`config.mk`:
```
export PLATFORM = sky130hd
export DESIGN_NAME = mul_writeback
export DESIGN_NICKNAME = d
export VERILOG_FILES = /design/src/rtl/mul_writeback_pkg.sv /design/src/rtl/mul_dp.sv /design/src/rtl/mul_writeback.sv
export SDC_FILE = /design/constraint.sdc
export NUM_CORES = 1
export LEC_CHECK = 0
export CORE_UTILIZATION = 23
export DETAILED_ROUTE_END_ITERATION = 6
export HOLD_SLACK_MARGIN = 0.02
export MAX_ROUTING_LAYER = met4
export PLACE_DENSITY_LB_ADDON = 0.08
export SETUP_SLACK_MARGIN = 0.15
export SKIP_LAST_GASP = 1
export SLEW_MARGIN = 10
export SYNTH_ARGS = -nofsm -noshare
export SYNTH_HDL_FRONTEND = slang
export SYNTH_HIERARCHICAL = 1
export SYNTH_SLANG_ARGS = --single-unit
```
`constraint.sdc`:
```
create_clock -name clk -period 3.7 [get_ports clk]
set_input_delay 0.74 -clock clk [delete_from_list [all_inputs] [get_ports clk]]
set_output_delay 0.74 -clock clk [all_outputs]
set_load 0.02 [all_outputs]
```
`src/rtl/mul_writeback_pkg.sv`:
```
// Shared widths, FSM state encoding and small helpers for the multiply/write-back block.
package mul_writeback_pkg;

  localparam int DATA_W     = 8;
  localparam int REG_ADDR_W = 3;
  localparam int PROD_W     = 16;
  localparam int MUL_ITER   = 8;
  localparam int CNT_W      = $clog2(MUL_ITER);

  typedef enum logic [2:0] {
    IDLE  = 3'd0,
    MUL   = 3'd1,
    WB_LO = 3'd2,
    WB_HI = 3'd3,
    DONE  = 3'd4
  } state_e;

  // Register index of the high byte; wraps 7 -> 0 (R0 writes are dropped by the register file).
  function automatic logic [REG_ADDR_W-1:0] hi_reg(input logic [REG_ADDR_W-1:0] r);
    return r + REG_ADDR_W'(1);
  endfunction

endpackage

```
`src/rtl/mul_dp.sv`:
```
// Shift-add multiply datapath: multiplicand, accumulator (upper half),
// multiplier shift register (lower half) and iteration counter.
module mul_dp
  import mul_writeback_pkg::*;
(
  input  logic              clk,
  input  logic              rst,
  input  logic              load_i,
  input  logic              step_i,
  input  logic [DATA_W-1:0] op_a_i,
  input  logic [DATA_W-1:0] op_b_i,
  output logic              last_o,
  output logic [PROD_W-1:0] prod_next_o
);

  logic [DATA_W-1:0] mcand_q;
  logic [DATA_W-1:0] acc_q, acc_d;
  logic [DATA_W-1:0] mplr_q, mplr_d;
  logic [CNT_W-1:0]  cnt_q;
  logic [DATA_W:0]   sum;

  // One iteration: conditional add into the upper half, then shift {carry, acc, mplr} right.
  always_comb begin
    sum         = {1'b0, acc_q} + (mplr_q[0] ? {1'b0, mcand_q} : '0);
    acc_d       = sum[DATA_W:1];
    mplr_d      = {sum[0], mplr_q[DATA_W-1:1]};
    prod_next_o = {acc_d, mplr_d};
    last_o      = (cnt_q == CNT_W'(MUL_ITER - 1));
  end

  // Operand latch on load, one iteration per step; counter wraps naturally after the last one.
  always_ff @(posedge clk or posedge rst) begin
    if (rst) begin
      mcand_q <= '0;
      acc_q   <= '0;
      mplr_q  <= '0;
      cnt_q   <= '0;
    end else if (load_i) begin
      mcand_q <= op_a_i;
      acc_q   <= '0;
      mplr_q  <= op_b_i;
      cnt_q   <= '0;
    end else if (step_i) begin
      acc_q   <= acc_d;
      mplr_q  <= mplr_d;
      cnt_q   <= cnt_q + CNT_W'(1);
    end
  end

endmodule

```
`src/rtl/mul_writeback.sv`:
```
// Iterative 8x8 unsigned multiplier that writes its 16-bit result back to the
// register file as two byte writes (low byte to dest, high byte to dest+1).
// Control: start is sampled only in IDLE. Every output is decoded from the
// state register or comes straight from a register.
module mul_writeback
  import mul_writeback_pkg::*;
(
  input  logic                  clk,
  input  logic                  rst,
  input  logic                  start,
  input  logic [DATA_W-1:0]     op_a,
  input  logic [DATA_W-1:0]     op_b,
  input  logic [REG_ADDR_W-1:0] dest,
  output logic                  busy,
  output logic                  done,
  output logic                  wb_en,
  output logic [REG_ADDR_W-1:0] wb_reg,
  output logic [DATA_W-1:0]     wb_data,
  output logic [PROD_W-1:0]     product
);

  state_e                state_q, state_d;
  logic [REG_ADDR_W-1:0] dest_q;
  logic [PROD_W-1:0]     product_q;
  logic                  accept;
  logic                  dp_last;
  logic [PROD_W-1:0]     dp_prod_next;

  assign accept = (state_q == IDLE) && start;

  mul_dp u_dp (
    .clk         (clk),
    .rst         (rst),
    .load_i      (accept),
    .step_i      (state_q == MUL),
    .op_a_i      (op_a),
    .op_b_i      (op_b),
    .last_o      (dp_last),
    .prod_next_o (dp_prod_next)
  );

  // State register; reset aborts any operation, including a pending write-back.
  always_ff @(posedge clk or posedge rst) begin
    if (rst) state_q <= IDLE;
    else     state_q <= state_d;
  end

  // Next-state: fixed 8-cycle MUL phase, then two write-back cycles and a done cycle.
  always_comb begin
    state_d = state_q;
    case (state_q)
      IDLE:    if (start) state_d = MUL;
      MUL:     if (dp_last) state_d = WB_LO;
      WB_LO:   state_d = WB_HI;
      WB_HI:   state_d = DONE;
      DONE:    state_d = IDLE;
      default: state_d = IDLE;
    endcase
  end

  // Destination latch at accept and product capture on the final iteration.
  always_ff @(posedge clk or posedge rst) begin
    if (rst) begin
      dest_q    <= '0;
      product_q <= '0;
    end else begin
      if (accept) dest_q <= dest;
      if (state_q == MUL && dp_last) product_q <= dp_prod_next;
    end
  end

  // Output decode from the state register and result/destination registers.
  always_comb begin
    busy    = (state_q != IDLE);
    done    = (state_q == DONE);
    wb_en   = 1'b0;
    wb_reg  = '0;
    wb_data = '0;
    case (state_q)
      WB_LO: begin
        wb_en   = 1'b1;
        wb_reg  = dest_q;
        wb_data = product_q[DATA_W-1:0];
      end
      WB_HI: begin
        wb_en   = 1'b1;
        wb_reg  = hi_reg(dest_q);
        wb_data = product_q[PROD_W-1:DATA_W];
      end
      default: ;
    endcase
  end

  assign product = product_q;

endmodule

```
# == Yosys cells after proc, flatten, opt, wreduce, memory -nomap -nowiden ==
# Index checks and enable logic that the tools add are counted.
# classes
shifts,0
n_lt_le_gt_ge,0
eq_ne,7
mux,13
n_div,0
bitwise,0
addsub,3
n_reduce_logical,7
multipliers,0
# ops
cell,count
$mux 8,5
$pmux 8 s2,1
$mux 3,4
$pmux 3 s4,1
$add 8x9->9,1
$add 3x1->3 const B,2
$eq 3x2->1 const B,2
$eq 3x3->1 const B,2
$pmux 3 s2,1
$ne 2x2->1 const B,2
$eq 3x1->1 const B,1
$logic_not 3->1,1
$reduce_bool 3->1,1
$logic_and 1x1->1,2
$reduce_and 2->1,1
$reduce_bool 2->1,1
$reduce_or 2->1,1
$mux 1,1
# word_totals
memories,0
rom_bits,0
input_bits,22
ramBits,0
reg_bits,49
latch_bits,0

# == Depth between registers and ports, before layout ==
# Gate-level depths: netlist (run 1).
# depth
depth_word,4
ltp_mapped,8
mapped_depth_nobuf,8

# == Modules after synthesis ==
# Netlist (run 1), hierarchy kept.
# by_module_without_submodules
mod,cells_per_inst,n_inst,area_each_um2
mul_dp,158,1,1654.1
mul_writeback,86,1,1131.1

# == Least setup slack after synthesis (run 1) ==
# Ideal clock, no wire load.
# synth_path
kind,flip-flop to flip-flop
start,register u_dp.mplr_q[0]
end,"register product_q[13], in the netlist product[13]"
t_required_ns,3.575
synth_period_minus_slack_ns,2.298
path_buffers,0
slack_ns,1.402
stages_incl_launch_ff,9
arrival_ns,2.173
cell_sequence,dfrtp_1 -> and2_1 -> ha_1 -> fa_1 -> a211oi_4 -> o21bai_1 -> a211oi_2 -> nor2_1 -> mux2_4
# synth_via
elab_chain_len,2
# synth_rtl
item,line,rtl
"start, declared",mul_dp.sv:18,"logic [DATA_W-1:0] mplr_q, mplr_d;"
"start signal, assigned",mul_dp.sv:41,mplr_q <= op_b_i;
"start signal, assigned",mul_dp.sv:45,mplr_q <= mplr_d;
$mux 8,mul_dp.sv:24,"sum = {1'b0, acc_q} + (mplr_q[0] ? {1'b0, mcand_q} : '0);"
$add 8x9->9,mul_dp.sv:24,
named net dp_prod_next[13],mul_writeback.sv:27,logic [PROD_W-1:0] dp_prod_next;
"end signal, assigned",mul_writeback.sv:68,if (state_q == MUL && dp_last) product_q <= dp_prod_next;
"end, declared",mul_writeback.sv:24,logic [PROD_W-1:0] product_q;
# The timed path passes the listed nets, and every way through them passes these cells.
# A chain may end at the register's enable or synchronous reset.

# == Worst setup path in the final report (run 1) ==
# layout_path
start,register state_q[0]
end,output wb_reg[2]
# layout_via
elab_chain_len,2
elab_cells_between_ends,3
# layout_rtl
item,line,rtl
"start, declared",mul_writeback.sv:22,"state_e state_q, state_d;"
"start signal, assigned",mul_writeback.sv:45,else state_q <= state_d;
$eq 3x2->1,mul_writeback.sv:79,case (state_q)
$pmux 3 s2 *,mul_writeback.sv:79,
"end, declared",mul_writeback.sv:17,"output logic [REG_ADDR_W-1:0] wb_reg,"
# Every way passes the cells marked *; elsewhere a longest branch is shown, timed or not.

==> results.yml, run 1 <==
status:
  status: "finished with violations"
  violations: "DRC"
critical_path:
  critical_path_buf_inv_count: 1
  ff2ff_path_depth: 8
  arrival_ns: 2.22
  critical_path_class: "flop to primary output"
  worst-path-max-fanout: 22
  r2r_slack_ns: 1.23
  r2r_end: "product[13]$_DFFE_PP0P_"
  critPathMaxStageDelay_ns: 0.95
  r2r_start: "u_dp/mplr_q[0]$_DFFE_PP0P_"
  crit_family: "flip-flops"
  crit_required_ns: 2.96
  path_cells: "nand3b_1 > a21oi_1 > clkdlybuf4s50_1"
  startpoint_type: "flop"
  endpoint_kind: "primary output"
  cp_slowest_cell: "dfrtp_1"
placement:
  place_area_mm2: 0.00341
  place.gp.congestion: 0.726
  hpwl_mm: 4.85
  placed_cells: 424
  place_ws_ns: 1.05
  portBuffers: 51
flow_run:
  cap_violations: 0
power:
  power_frac_seq: 0.330
  p_int_mw: 1.92
  p_per_area_mw_per_mm2: 892
  total_power_mw: 3.17
  combPwrFrac: 0.522
  p_leak_nw: 1.60
  p_sw_frac: 0.394
  pwr-share-clk: 0.148
  p_switching_mw: 1.25
  vdd_drop_max_v: 0.000198
drt:
  viasPerCell: 4.43
  postRouteWirelength_mm: 6.57
  ant_nets: 0
  drt_iter0_drc: 116
  drtPass1Iterations: 6
  avgRoutedWirePerCell_um: 15.2
  drc: 6
  vias: 1913
cells_and_area:
  n_antenna_cell: 0
  drive_above_1_share: 0.187
  final_util: 0.307
  most-common-layout-cells: "51 x clkdlybuf4s50_1, 49 x dfrtp_1, 21 x mux2i_1"
  area_growth_pct: 27.8
  final_common_cell: "clkdlybuf4s50_1"
  instances_no_fill: 432
  finalInstanceArea_mm2: 0.00356
  final_nets: 322
clocking:
  cts_sinks: 49
  holdBufCountCts: 0
  clock_tree.root_cell: "clkbuf_16"
  cts_tree: "yes"
  clockBufferDepth: 2
  clk-insertion-delay-late_ns: 0.29
  htree_levels: 2
  post-cts-setup-buffers: 0
  numCtsBuffers: 5
  cts_resized: 0
  clkTransAtPathRegs_ns: 0.07
yosys:
  yosysUniqueCellTypes: 44
  syn_inst: 244
  ys_ff_latch: 49
  syn_area_per_cell_um2: 11.4
  synth_nets: 278
  seq_area_frac_synth: 0.440
  yosys_warnings: 6
  synth_area_mm2: 0.00279
timing:
  hold_viol_final: 0
  post-route-min-period_ns: 2.96
  setup_viol: 0
  max_clock_freq_mhz: 338
  worstMarginPinSlew_ns: 0.930
  rsz0062_at_grt: "false"
  whs_ns: 0.499
  setup_slack_ns: 0.739
  slew_headroom: 0.380
  period_share: 0.800
  final_max_slew_viol_count: 0
  finClkSkew_ns: 0.00484
  tns_ns: 0
die:
  core-area_mm2: 0.0116
  die-area_mm2: 0.0126
  rows: 39
  die_h_um: 112
  initial_utilization: 0.240
  die_x_um: 112
  pin_count: 52
min_path:
  hp-start: "u_dp/mcand_q[7]$_DFFE_PP0P_"
  worstHoldEndpoint: "u_dp/mcand_q[7]$_DFFE_PP0P_"
  hp-class: "flop to flop"
  hold_path_depth: 1
grt:
  grt_start_max_net_pins: 28
  overflow: 0
  track_usage: 0.118
  grt_pass1_wl_mm: 11.1
  grt_pass1_vias: 1977
  antenna_found_initial: 0
[state kept, by name (all words and copies together), names as in the netlist]
register      cells
product          16
u_dp/acc_q        8
u_dp/mcand_q      8
u_dp/mplr_q       8
dest_q            3
state_q           3
u_dp/cnt_q        3
[kinds of logic (layout without fill, tap and decap cells)]
kind of cell | Yosys count | count (layout) | synth area share
AND/OR/NAND/NOR | 68 | 68 | 0.135
flip-flops | 49 | 49 | 0.440
multiplexers | 48 | 48 | 0.198
AO/OA/AOI/OAI | 38 | 38 | 0.103
buffers and inverters | 24 | 69 | 0.0517
adder cells (fa/ha/maj) | 12 | 12 | 0.0566
XOR/XNOR | 5 | 5 | 0.0157
[synth_stat cells (all sizes together)]
cell / count / share of area
o41ai: 1 / 0.0058
a211o: 1 / 0.0031
nor2: 19 / 0.026
nand2: 12 / 0.016
nand2b: 6 / 0.013
a211oi: 3 / 0.016
o211ai: 1 / 0.0027
o21a: 3 / 0.0081
dfrtp: 49 / 0.44
inv: 5 / 0.0067
a21o: 3 / 0.0090
buf: 15 / 0.040
nand3b: 6 / 0.016
nor4bb: 1 / 0.0036
o21ai: 12 / 0.023
o221ai: 2 / 0.0063
clkbuf: 4 / 0.0054
nor3b: 2 / 0.0054
a21bo: 2 / 0.0072
ha: 11 / 0.049
nand3: 2 / 0.0036
nor4b: 1 / 0.0085
and2: 10 / 0.023
a21oi: 8 / 0.016
xor2: 2 / 0.0063
o21bai: 1 / 0.0027
mux2i: 21 / 0.075
and3b: 1 / 0.0031
fa: 1 / 0.0072
o31a: 1 / 0.0031
xnor2: 3 / 0.0094
or3: 3 / 0.0067
mux2: 27 / 0.12
nor3: 5 / 0.0090
[routing by layer]
| metal | vias up | GRT usage | wire (um) |
|---|---|---|---|
| met2 | 51 | 0.175 | 2880 |
| met4 | 0 | 0.0373 | 95 |
| li1 | 935 | - | - |
| met5 | - | - | 0 |
| met1 | 921 | 0.161 | 3290 |
| met3 | 6 | 0.0248 | 297 |
[power groups by stage]
stage / registers (mW) / clock network (mW) / logic (mW)
detailed placement: 1.07 / 0 / 1.68
global route: 1.10 / 0.515 / 1.83
global placement: 1.07 / 0 / 1.69
floorplan: 1.04 / 0 / 1.21
finish: 1.05 / 0.470 / 1.66
CTS: 1.06 / 0.494 / 1.69
[area by class of cell]
cell class / instances / area (um2)
clock buffer: 6 / 139
fill: 1197 / 8050
sequential: 49 / 1230
timing repair buffer: 56 / 548
tap: 143 / 179
inverter: 5 / 18.8
multi-input combinational: 171 / 1440
clock inverter: 2 / 13.8
[how the worst max path moves through the flow]
stage                                   end                       start  slack, ns  cells after the start
floorplan           product[13]$_DFFE_PP0P_  u_dp/mplr_q[0]$_DFFE_PP0P_       1.40                      8
global placement                  wb_reg[2]      state_q[0]$_DFFE_PP0P_       1.10                      3
detailed placement                wb_reg[2]      state_q[0]$_DFFE_PP0P_       1.05                      3
CTS                               wb_reg[2]      state_q[0]$_DFFE_PP0P_       0.73                      3
global route                      wb_reg[2]      state_q[0]$_DFFE_PP0P_       0.60                      3
finish                            wb_reg[2]      state_q[0]$_DFFE_PP0P_       0.74                      3
Note: power is estimated with default switching activity, not from simulation.
==> run 2: changes to the inputs <==
==> constraint.sdc (replaced) <==
create_clock -name clk -period 2.85 [get_ports clk]
set_input_delay 0.57 -clock clk [delete_from_list [all_inputs] [get_ports clk]]
set_output_delay 0.57 -clock clk [all_outputs]
set_load 0.02 [all_outputs]
==> run 2 against run 1 <==
  * The flow still finishes with violations (DRC)
  * Power grew 36%
  * Sequential share of layout area shrank 0.72 points
  * First-iteration DRC count shrank 22%
  * Sequential power grew 27%
  * Setup slack lost 0.46 ns
  * Die area is the same
  * Global-route usage is essentially flat
  * Non-clock buffer count grew 4
  * Final cell count grew 0.93%
  * Clock-buffer cell count is the same
  * Critical endpoint is now product[13]$_DFFE_PP0P_
  * Combinational power grew 37%
==> results.yml, run 2 (same netlist as run 1, synthesis figures left out) <==
clocking:
  clkTransAtPathRegs_ns: 0.07
  clk-insertion-delay-late_ns: 0.29
  clockBufferDepth: 2
  cts_tree: "yes"
  clock_tree.root_cell: "clkbuf_16"
  cts_sinks: 49
  htree_levels: 2
  numCtsBuffers: 5
grt:
  grt_start_max_net_pins: 44
  track_usage: 0.118
  overflow: 0
  grt_pass1_vias: 1994
  antenna_found_initial: 0
  grt_pass1_wl_mm: 11.2
cells_and_area:
  final_common_cell: "clkdlybuf4s50_1"
  largest_reg_flops: 16
  nFillCells: 1214
  most-common-layout-cells: "51 x clkdlybuf4s50_1, 48 x dfrtp_1, 21 x mux2i_1"
  finalInstanceArea_mm2: 0.00364
  n_antenna_cell: 0
  area_growth_pct: 30.7
  drive_above_1_share: 0.201
  final_nets: 326
drt:
  avgRoutedWirePerCell_um: 15.6
  drtPass1Iterations: 6
  drc: 6
  postRouteWirelength_mm: 6.80
  drt_iter0_drc: 91
  vias: 1921
  viasPerCell: 4.41
  ant_nets: 0
timing:
  slew_headroom: 0.669
  period_share: 0.901
  final_max_slew_viol_count: 0
  tns_ns: 0
  worstMarginPinSlew_ns: 0.496
  post-route-min-period_ns: 2.57
  setup_viol: 0
  hold_viol_final: 0
  finClkSkew_ns: 0.00457
  max_clock_freq_mhz: 389
  rsz0062_at_grt: "true"
  setup_slack_ns: 0.282
power:
  p_leak_nw: 1.63
  p_per_area_mw_per_mm2: 1180
  vdd_drop_max_v: 0.000302
  total_power_mw: 4.31
placement:
  portBuffers: 51
  hpwl_mm: 4.90
  place.gp.congestion: 0.723
  place_area_mm2: 0.00345
  place_ws_ns: 0.302
critical_path:
  startpoint_type: "flop"
  r2r_start: "u_dp/mplr_q[0]$_DFFE_PP0P_"
  endpoint_kind: "flop"
  arrival_ns: 2.74
  crit_required_ns: 3.02
  worst-path-max-fanout: 9
  startpoint: "u_dp/mplr_q[0]$_DFFE_PP0P_"
  critical_path_class: "flop to flop"
die:
  core-area_mm2: 0.0116
  die-area_mm2: 0.0126
  pin_count: 52
  die_h_um: 112
  initial_utilization: 0.240
  rows: 39
  die_x_um: 112
status:
  violations: "DRC"
  status: "finished with violations"
min_path:
  hp-start: "u_dp/mcand_q[1]$_DFFE_PP0P_"
  hp-class: "flop to flop"
flow_run:
  cap_violations: 0
[run 2: cell types whose count changed in the layout (fill, tap and decap cells not counted), sizes merged]
cell | before | now
bufinv | 0 | 1
clkinv | 2 | 0
buf | 5 | 9
clkinvlp | 0 | 1
[run 2: where the power goes]
part	switching [mW]	internal, mW
logic	1.11	1.17
registers	0.296	1.03
clock network	0.263	0.438
total	1.67	2.64
[run 2: path summary, 6_finish.rpt]
path / endpoint / slack [ns] / cells after the start
worst max-delay path: product[13]$_DFFE_PP0P_ / 0.28 / 8
worst min-delay path: u_dp/mcand_q[1]$_DFFE_PP0P_ / 0.51 / 1
worst max register to register: product[13]$_DFFE_PP0P_ / 0.28 / 8
worst min register to register: u_dp/mcand_q[1]$_DFFE_PP0P_ / 0.51 / 1
max in group asynchronous: u_dp/mcand_q[7]$_DFFE_PP0P_ / 1.89 / 3
min in group asynchronous: product[2]$_DFFE_PP0P_ / 0.64 / 3
[run 2: routing by layer]
layer,wire length [um],GRT usage
met2,3030,0.178
met4,49,0.0320
met1,3450,0.162
met3,269,0.0221
met5,0,-
[run 2: critical path: stages (launching register included)]
cell	delay, ns
dfrtp_1	0.45
and2_1	0.20
ha_1	0.21
fa_1	0.46
a211oi_4	0.33
o21bai_1	0.13
a211oi_2	0.32
nor2_1	0.10
mux2_4	0.26
[run 2: timing repair]
action | 4_1_cts | 5_1_grt
setup endpoints to repair | 0 | 2
resized for setup | 0 | 1
setup buffers | 0 | 1
hold buffers | 0 | 0
[run 2: cell type report]
cell class                 count  area [um2]  share of cell area
multi-input combinational    171        1440               0.394
timing repair buffer          60         603               0.166
clock buffer                   6         139              0.0382
clock inverter                 2        37.5              0.0103
tap                          143         179              0.0492
inverter                       5        18.8             0.00516
sequential                    49        1230               0.337
[run 2: metrics by stage]
step / util / instances / hold slack, ns
floorplan: - / 244 / 0.472
global placement: 0.297 / 427 / 0.490
detailed placement: 0.297 / 427 / 0.495
CTS: 0.313 / 435 / 0.511
global route: 0.313 / 436 / 0.529
finish: 0.313 / 436 / 0.506
